<file path="src/rtl/seg_scan_capture_if.sv">
// rtl/seg_scan_capture_if.sv - scanned seven-segment bus (digit enables and segment lines)
interface seg_scan_capture_if;
    logic [7:0] seg_en;
    logic [7:0] seg_out;

    modport master (
        output seg_en,
        output seg_out
    );

    modport slave (
        input seg_en,
        input seg_out
    );
endinterface

</file>
<file path="src/rtl/seg_scan_capture.sv">
// rtl/seg_scan_capture.sv - recovers 8-digit BCD frames from a scanned seven-segment bus
module seg_scan_capture #(
    parameter int SYNC_STAGES    = 2,
    parameter int STABLE_CYCLES  = 16,
    parameter int TIMEOUT_CYCLES = 2000000
) (
    input  logic                clk,
    input  logic                rst_n,
    seg_scan_capture_if.slave   scan,
    input  logic                err_clr,
    output logic [31:0]         digits,
    output logic                frame_done,
    output logic                decode_err,
    output logic                enable_err,
    output logic                frame_lost
);
    localparam int CW = 16;
    localparam int TW = $clog2(TIMEOUT_CYCLES + 1);
    localparam logic [CW-1:0] STABLE_MAX  = CW'(STABLE_CYCLES);
    localparam logic [TW-1:0] TIMEOUT_MAX = TW'(TIMEOUT_CYCLES);

    // {en[7:0], seg[6:0]}; dp is dropped before the synchronizer so it cannot break stability
    logic [14:0]   sync_q [SYNC_STAGES];
    logic [14:0]   prev_q;
    logic [14:0]   cur;
    logic [7:0]    en;
    logic [6:0]    seg;
    logic          dp_unused;

    logic [CW-1:0] cnt_q;
    logic [CW-1:0] cnt_nxt;
    logic          done_q;
    logic          same;
    logic          capture;

    logic [3:0]    zero_cnt;
    logic [2:0]    zero_idx;
    logic [4:0]    dec;
    logic          cap_legal;
    logic          cap_bad_seg;
    logic          cap_bad_en;

    logic [31:0]   shadow_q;
    logic [7:0]    seen_q;
    logic [7:0]    seen_nxt;
    logic [TW-1:0] tcnt_q;

    // Returns {valid, value}; the blank pattern decodes to 4'hF.
    function automatic logic [4:0] seg_decode(input logic [6:0] s);
        case (s)
            7'h40:   return 5'h10;
            7'h79:   return 5'h11;
            7'h24:   return 5'h12;
            7'h30:   return 5'h13;
            7'h19:   return 5'h14;
            7'h12:   return 5'h15;
            7'h02:   return 5'h16;
            7'h78:   return 5'h17;
            7'h00:   return 5'h18;
            7'h10:   return 5'h19;
            7'h7F:   return 5'h1F;
            default: return 5'h00;
        endcase
    endfunction

    assign dp_unused = scan.seg_out[7];
    assign cur       = sync_q[SYNC_STAGES-1];
    assign en        = cur[14:7];
    assign seg       = cur[6:0];

    always_ff @(posedge clk or negedge rst_n) begin
        if (!rst_n) begin
            for (int i = 0; i < SYNC_STAGES; i++) begin
                sync_q[i] <= '1;
            end
        end else begin
            sync_q[0] <= {scan.seg_en, scan.seg_out[6:0]};
            for (int i = 1; i < SYNC_STAGES; i++) begin
                sync_q[i] <= sync_q[i-1];
            end
        end
    end

    always_comb begin
        same    = (cur == prev_q);
        cnt_nxt = '0;
        if (same) begin
            cnt_nxt = (cnt_q == STABLE_MAX) ? cnt_q : cnt_q + 1'b1;
        end
        // fire on the cycle the window completes, once per window
        capture = same && (cnt_nxt == STABLE_MAX) && !done_q;
    end

    always_comb begin
        zero_cnt = '0;
        zero_idx = '0;
        for (int i = 0; i < 8; i++) begin
            if (!en[i]) begin
                zero_cnt = zero_cnt + 4'd1;
                zero_idx = 3'(i);
            end
        end
        dec         = seg_decode(seg);
        cap_legal   = capture && (zero_cnt == 4'd1) && dec[4];
        cap_bad_seg = capture && (zero_cnt == 4'd1) && !dec[4];
        cap_bad_en  = capture && (zero_cnt > 4'd1);
    end

    always_comb begin
        seen_nxt = (seen_q == 8'hFF) ? 8'h00 : seen_q;
        if (cap_legal) begin
            seen_nxt[zero_idx] = 1'b1;
        end
    end

    always_ff @(posedge clk or negedge rst_n) begin
        if (!rst_n) begin
            prev_q     <= '1;
            cnt_q      <= '0;
            done_q     <= 1'b0;
            shadow_q   <= '1;
            seen_q     <= '0;
            tcnt_q     <= '0;
            digits     <= '1;
            frame_done <= 1'b0;
            decode_err <= 1'b0;
            enable_err <= 1'b0;
        end else begin
            prev_q <= cur;
            cnt_q  <= cnt_nxt;
            if (!same) begin
                done_q <= 1'b0;
            end else if (capture) begin
                done_q <= 1'b1;
            end

            if (cap_legal) begin
                shadow_q[{zero_idx, 2'b00} +: 4] <= dec[3:0];
            end
            seen_q <= seen_nxt;

            frame_done <= (seen_q == 8'hFF);
            if (seen_q == 8'hFF) begin
                digits <= shadow_q;
            end

            if (cap_legal) begin
                tcnt_q <= '0;
            end else if (tcnt_q != TIMEOUT_MAX) begin
                tcnt_q <= tcnt_q + 1'b1;
            end

            // a new error in the same cycle as err_clr wins
            decode_err <= (decode_err & ~err_clr) | cap_bad_seg;
            enable_err <= (enable_err & ~err_clr) | cap_bad_en;
        end
    end

    assign frame_lost = (tcnt_q == TIMEOUT_MAX);
endmodule

</file>
<file path="src/flat_wrapper.sv">
// flat-port wrapper written by rule: the top's interface ports become plain ports
module seg_scan_capture_flat 
#(
    parameter int SYNC_STAGES    = 2,
    parameter int STABLE_CYCLES  = 16,
    parameter int TIMEOUT_CYCLES = 2000000
)
  (clk, rst_n, err_clr, digits, frame_done, decode_err, enable_err, frame_lost, scan_seg_en, scan_seg_out);
  seg_scan_capture_if scan_i ();
  input  logic clk;
  input  logic rst_n;
  input  logic err_clr;
  output logic [31:0] digits;
  output logic frame_done;
  output logic decode_err;
  output logic enable_err;
  output logic frame_lost;
  input wire logic [$bits(scan_i.seg_en)-1:0] scan_seg_en;
  input wire logic [$bits(scan_i.seg_out)-1:0] scan_seg_out;
  assign scan_i.seg_en = scan_seg_en;
  assign scan_i.seg_out = scan_seg_out;
  seg_scan_capture #(.SYNC_STAGES(SYNC_STAGES), .STABLE_CYCLES(STABLE_CYCLES), .TIMEOUT_CYCLES(TIMEOUT_CYCLES)) u_core (.clk(clk), .rst_n(rst_n), .scan(scan_i), .err_clr(err_clr), .digits(digits), .frame_done(frame_done), .decode_err(decode_err), .enable_err(enable_err), .frame_lost(frame_lost));
endmodule
</file>
<file path="config.mk">
export PLATFORM = sky130hd
export DESIGN_NAME = seg_scan_capture_flat
export DESIGN_NICKNAME = d
export VERILOG_FILES = /design/src/rtl/seg_scan_capture_if.sv /design/src/rtl/seg_scan_capture.sv /design/src/flat_wrapper.sv
export SDC_FILE = /design/constraint.sdc
export NUM_CORES = 1
export LEC_CHECK = 0
export BUFFER_PORTS_ARGS = -buffer_cell sky130_fd_sc_hd__buf_2
export CELL_PAD_IN_SITES_DETAIL_PLACEMENT = 1
export CELL_PAD_IN_SITES_GLOBAL_PLACEMENT = 2
export CORE_AREA = 3 3 151 138
export CTS_CLUSTER_DIAMETER = 80
export DETAILED_ROUTE_END_ITERATION = 8
export DIE_AREA = 0 0 154 141
export PLACE_DENSITY = 0.82
export SYNTH_ARGS = -nofsm -noshare
export SYNTH_HDL_FRONTEND = slang
export SYNTH_SLANG_ARGS = --single-unit
export TNS_END_PERCENT = 20
</file>
<file path="constraint.sdc">
create_clock -name clk -period 5.8 [get_ports clk]
set_input_delay 0.29 -clock clk [delete_from_list [all_inputs] [get_ports clk]]
set_output_delay 0.29 -clock clk [all_outputs]
set_load 0.005 [all_outputs]
</file>
### Word level (Yosys, flattened, before mapping)

Cells that the tools add are included.

* register bits: 158
* output and inout port bits: 36
* bits of input ports: 19

* reductions and logical operators: 11
* eq/ne operators: 18
* order comparisons: 3
* add/sub/neg operators: 10
* bitwise gates (word level): 6
* muxes and demuxes: 27
* shift-type cells: 2

Operators by type and width (count)
* case mux 5 bit (11 select lines): 1
* 2-to-1 mux 21 bit: 2
* bitwise mux 32 bit: 1
* == test 16 x 5 -> 1 bit, second input constant: 2
* 2-to-1 mux 16 bit: 2
* variable shift 4 x 7 -> 32 bit, first input constant: 1
* variable part select 4 x 7 -> 32 bit: 1
* == test 7 bit, second input constant: 4
* 2-to-1 mux 4 bit: 7
* adder 4 x 1 -> 4 bit, second input constant: 6
* adder 21 x 1 -> 21 bit, second input constant: 1
* == test 21 bit, second input constant: 1
* == test 7 x 5 -> 1 bit, second input constant: 3
* != test 21 bit, second input constant: 1
* adder 16 x 1 -> 16 bit, second input constant: 1
* 2-to-1 mux 8 bit: 2
* == test 15 bit: 1
* == test 7 x 6 -> 1 bit, second input constant: 2
* 2-to-1 mux 3 bit: 4
* == test 8 bit, second input constant: 1
* OR 8 bit: 1
* == test 7 x 2 -> 1 bit, second input constant: 1
* logical AND 1 bit: 7
* zero test 7 bit: 1
* other kinds (15): 23

### Longest topological paths before layout

* depth after elaboration: 19
* gate-level depth with buffers: 21

### Least setup slack after synthesis

Ideal clock, no wire load.

* path type: register to register
* start: reg u_core.sync_q (netlist bit u_core.cur[7])
* end: reg u_core.shadow_q[10]
* stages on the path, launching flop included: 20
* slack: 0.933 ns
* data arrival time: 4.784 ns
* required time: 5.718 ns
* cells stage by stage: dfstp_2 -> inv_1 -> ha_1 -> xnor2_4 -> ha_1 -> nor3b_1 -> mux2i_1 -> o211a_1 -> ha_1 -> or2_2 -> a41oi_1 -> mux2i_1 -> and2_4 -> ha_1 -> nor2b_1 -> a21o_1 -> nand4b_4 -> or4_1 -> buf_2 -> mux2_4

* cells in the longest elaborated chain, start to end: 18

Ends and longest elaborated chain
* start: declaration: line seg_scan_capture.sv:23 `logic [14:0] sync_q [SYNC_STAGES];`
* start signal: indexed assignment: line seg_scan_capture.sv:79 `sync_q[i] <= sync_q[i-1];`
* 2-to-1 mux 1 bit: line seg_scan_capture.sv:98 `if (!en[i]) begin`
* adder 1 x 1 -> 2 bit: line seg_scan_capture.sv:99 `zero_cnt = zero_cnt + 4'd1;`
* 2-to-1 mux 4 bit: line seg_scan_capture.sv:98
* adder 4 x 1 -> 4 bit: line seg_scan_capture.sv:99
* 2-to-1 mux 4 bit: line seg_scan_capture.sv:98
* adder 4 x 1 -> 4 bit: line seg_scan_capture.sv:99
* 2-to-1 mux 4 bit: line seg_scan_capture.sv:98
* adder 4 x 1 -> 4 bit: line seg_scan_capture.sv:99
* 2-to-1 mux 4 bit: line seg_scan_capture.sv:98
* adder 4 x 1 -> 4 bit: line seg_scan_capture.sv:99
* 2-to-1 mux 4 bit: line seg_scan_capture.sv:98
* adder 4 x 1 -> 4 bit: line seg_scan_capture.sv:99
* 2-to-1 mux 4 bit: line seg_scan_capture.sv:98
* adder 4 x 1 -> 4 bit: line seg_scan_capture.sv:99
* 2-to-1 mux 4 bit: line seg_scan_capture.sv:98
* == test 4 x 1 -> 1 bit: line seg_scan_capture.sv:104 `cap_legal = capture && (zero_cnt == 4'd1) && dec[4];`
* logical AND 1 bit (*) (2 in a row): line seg_scan_capture.sv:104
* end signal: indexed assignment: line seg_scan_capture.sv:138 `shadow_q[{zero_idx, 2'b00} +: 4] <= dec[3:0];`
* end: declaration: line seg_scan_capture.sv:43 `logic [31:0] shadow_q;`

Every way passes the cells marked *; elsewhere a longest branch is shown, timed or not.
A chain may end at the register's enable or synchronous reset.

### Final worst setup path

* start: reg u_core.sync_q (netlist bit u_core.cur[8])
* end: reg u_core.shadow_q[12]

* cells in the longest elaborated chain, start to end: 16

Ends and longest elaborated chain (line)
* 2-to-1 mux 4 bit: seg_scan_capture.sv:98
* adder 4 x 1 -> 4 bit: seg_scan_capture.sv:99
* 2-to-1 mux 4 bit: seg_scan_capture.sv:98
* adder 4 x 1 -> 4 bit: seg_scan_capture.sv:99
* 2-to-1 mux 4 bit: seg_scan_capture.sv:98
* adder 4 x 1 -> 4 bit: seg_scan_capture.sv:99
* 2-to-1 mux 4 bit: seg_scan_capture.sv:98
* adder 4 x 1 -> 4 bit: seg_scan_capture.sv:99
* 2-to-1 mux 4 bit: seg_scan_capture.sv:98
* adder 4 x 1 -> 4 bit: seg_scan_capture.sv:99
* 2-to-1 mux 4 bit: seg_scan_capture.sv:98
* adder 4 x 1 -> 4 bit: seg_scan_capture.sv:99
* 2-to-1 mux 4 bit: seg_scan_capture.sv:98
* == test 4 x 1 -> 1 bit: seg_scan_capture.sv:104
* logical AND 1 bit (2 in a row): seg_scan_capture.sv:104

Parallel ways exist; a longest one is shown, timed or not.

==> impl_metrics.tcl <==
set metrics [dict create \
    setup_violations 0 \
    cp-start-kind "flip-flop" \
    final_common_cell "nand2_1" \
    ys_seq_area_frac 0.533 \
    die_area_sq_um 21700 \
    ios 55 \
    overflow 0 \
    syn-num-nets 765 \
    r2r_slack_ns 0.40 \
    htreeDepth 4 \
    p_int_w 0.00192 \
    grt_pass1_wl_um 30100 \
    core.rowCount 48 \
    tns_ns 0 \
    synth_edf_count 0 \
    ant_nets 0 \
    critPathArrivalTime_ns 5.76 \
    worstPathRequired_ns 6.15 \
    rsz0062_at_grt "false" \
    final_nets 827 \
    final_cells 1057 \
    gp_congestion 0.836 \
    die_h_um 141 \
    die_w_um 154 \
    cts_tree "yes" \
    root_buffer "clkbuf_16" \
    area_delta_synth_final_pct 16.3 \
    switching_share 0.246 \
    skew_ns 0.00807 \
    firstDrtPassIters 6 \
    worst-path-buf-inv 2 \
    io_buffer_count 53 \
    initial_utilization 0.398 \
    relSlewSlack 0.338 \
    comb_power_share 0.088 \
    drive_gt1_frac 0.307 \
    clock_path_buffers 2 \
    min_period_ns 5.40 \
    grt_pass1_vias 5852 \
    crit_family "simple AND/OR/NAND/NOR gates" \
    synth-seq-cells 158 \
    cap_violations 0 \
    vias 5560 \
    hpwl_um 12300 \
    antenna_found_initial 0 \
    mostFrequentLayoutCells "137 x nand2_1, 109 x dfstp_2, 65 x nor2_1, 52 x buf_2, 49 x dfrtp_1" \
    first_iter_violations 247 \
    netlist_area_sq_um 7680 \
    crit_type "reg -> reg" \
    period_share 0.932 \
    wl_per_cell_um 16.7 \
    powerDensity_nw_per_um2 285 \
    endpoint_kind "flip-flop" \
    syn_avg_cell_area_sq_um 10.5 \
    fmax_mhz 185 \
    power.leakage_nw 3.97 \
    async_flop_share 1.00 \
    outcome "finished, final reports clean" \
    fin_hold_ws_ns 0.137 \
    hold_path.class "in -> reg" \
    slowest_stage "dfstp_2" \
    cts_buffers 17 \
    clock_latency_ns 0.43 \
    cpMostUsedCell "ha_1" \
    coreArea_sq_um 19300 \
    grt_util_all_layers 0.169 \
    diodes 0 \
    yosysUniqueCellTypes 68 \
    grt_max_degree 84 \
    synthFlopType "dfstp_2" \
    path_clk_slew_ns 0.06 \
    viasPerCell 5.26 \
    hold_viol 0 \
    critPathMaxFanout 12 \
    dpl.cell_count 1007 \
    clock-sinks 158 \
    synth_warnings 0 \
    drc 0 \
    switchingPower_w 0.000626 \
    seqPwrFrac 0.456 \
    critical-path-max-stage-delay_ns 0.58 \
    synth_cells 732 \
    clockPowerShare 0.456 \
    irDropWorstVdd_mv 0.184 \
    finalMaxSlewViolations 0 \
    finalWirelength_um 17700 \
    worst_slew_pin_slew_ns 0.993 \
    path_cells "inv_1, ha_2, xnor2_4, ha_1, nor3b_1, mux2i_1, o211a_1, ha_1, or2_2, a41oi_1, mux2i_1, and2_4, ha_1, nor2b_1, a21o_1, nor4b_1, buf_4, nand4_1, mux2_2" \
]
==> per-stage QoR <==
| stage | total power [W] | util | area [sq um] | setup slack (ns) |
|---|---|---|---|---|
| floorplan | 0.00132 | - | 7680 | 0.933 |
| global placement | 0.00138 | 0.422 | 8140 | 0.441 |
| detailed placement | 0.00139 | 0.422 | 8140 | 0.227 |
| CTS | 0.00257 | 0.462 | 8910 | 0.169 |
| global route | 0.00266 | 0.463 | 8930 | 0.0666 |
| finish | 0.00254 | 0.463 | 8930 | 0.396 |
==> kinds of logic after synthesis <==
kind of cell,after synthesis,share of synthesized area
multiplexers,40,0.0595
XOR/XNOR,67,0.0798
flip-flops,158,0.533
AO/OA/AOI/OAI,61,0.0600
AND/OR/NAND/NOR,338,0.215
buffers and inverters,54,0.0308
adder cells (fa/ha/maj),14,0.0228
==> area by class of cell <==
class	count	area (sq um)
Sequential cell	158	4090
Multi-Input combinational cell	520	3360
Timing Repair Buffer	76	484
Fill cell	2107	10300
Tap cell	250	313
Clock buffer	17	425
Clock inverter	15	183
Inverter	21	78.8
==> flip-flops by register name, summed over array words and instances (netlist names), 8 cells and up <==
| register | count |
|---|---|
| u_core.digits | 32 |
| u_core.shadow_q | 32 |
| u_core.tcnt_q | 21 |
| u_core.cnt_q | 16 |
| u_core.cur | 15 |
| u_core.prev_q | 15 |
| u_core.sync_q | 15 |
| u_core.seen_q | 8 |
==> power by group through the flow <==
| stage | clock network (W) | registers, W | logic (W) |
|---|---|---|---|
| 2_1_floorplan | 0 | 0.00116 | 0.000160 |
| 3_3_place_gp | 0 | 0.00117 | 0.000202 |
| 3_5_place_dp | 0 | 0.00118 | 0.000213 |
| 4_1_cts | 0.00119 | 0.00116 | 0.000222 |
| 5_1_grt | 0.00125 | 0.00116 | 0.000249 |
| 6_report | 0.00116 | 0.00116 | 0.000225 |
==> repair_timing <==
item,4_1_cts,5_1_grt
setup endpoints to repair,0,16
gates resized for setup,0,1
hold buffers,16,0
hold endpoints to repair,38,0
setup buffers,0,2
==> tightest hold or removal path: cells and delay by family <==
family / cells / cell delay, ns
AOI/OAI and AO/OA: 1 / 0.12
buffers and inverters: 2 / 0.12
==> cell usage after synthesis, drive strengths merged (4+ instances only) <==
| master | n | area, sq um |
|---|---|---|
| mux2i | 7 | 70.1 |
| nor2b | 16 | 100 |
| nand2 | 137 | 514 |
| a21oi | 12 | 60.1 |
| nor2 | 65 | 244 |
| nand4 | 24 | 150 |
| nand2b | 7 | 43.8 |
| a21o | 5 | 37.5 |
| nand3 | 19 | 95.1 |
| xor2 | 31 | 272 |
| inv | 21 | 78.8 |
| and3 | 8 | 50.1 |
| dfstp | 109 | 2860 |
| xnor2 | 36 | 342 |
| mux2 | 33 | 387 |
| nor4 | 10 | 68.8 |
| or3 | 4 | 25.0 |
| nor3 | 16 | 80.1 |
| buf | 18 | 101 |
| nor4b | 5 | 43.8 |
| dfrtp | 49 | 1230 |
| clkbuf | 15 | 56.3 |
| and2 | 6 | 40.0 |
| ha | 14 | 175 |
| o31ai | 5 | 37.5 |
| and4 | 4 | 37.5 |
==> path summary, 6_finish.rpt <==
kind / endpoint / depth (start not counted) / startpoint
hold / removal: u_core.enable_err / 3 / err_clr
hold reg to reg: u_core.cur[14] / 0 / u_core.sync_q[29]
setup / recovery: u_core.shadow_q[12] / 19 / u_core.cur[8]
min in group asynchronous: u_core.cnt_q[5] / 2 / rst_n
setup reg to reg: u_core.shadow_q[12] / 19 / u_core.cur[8]
max in group asynchronous: u_core.tcnt_q[8] / 3 / rst_n
==> per-layer routing <==
| layer | global-route usage | vias up | part of all wire |
|---|---|---|---|
| met5 | 0 | - | 0 |
| met4 | 0.0572 | 0 | 0.016 |
| met1 | 0.220 | 2806 | 0.46 |
| li1 | - | 2627 | - |
| met3 | 0.0362 | 25 | 0.033 |
| met2 | 0.281 | 102 | 0.49 |
Power figures use the tool's default switching activity.
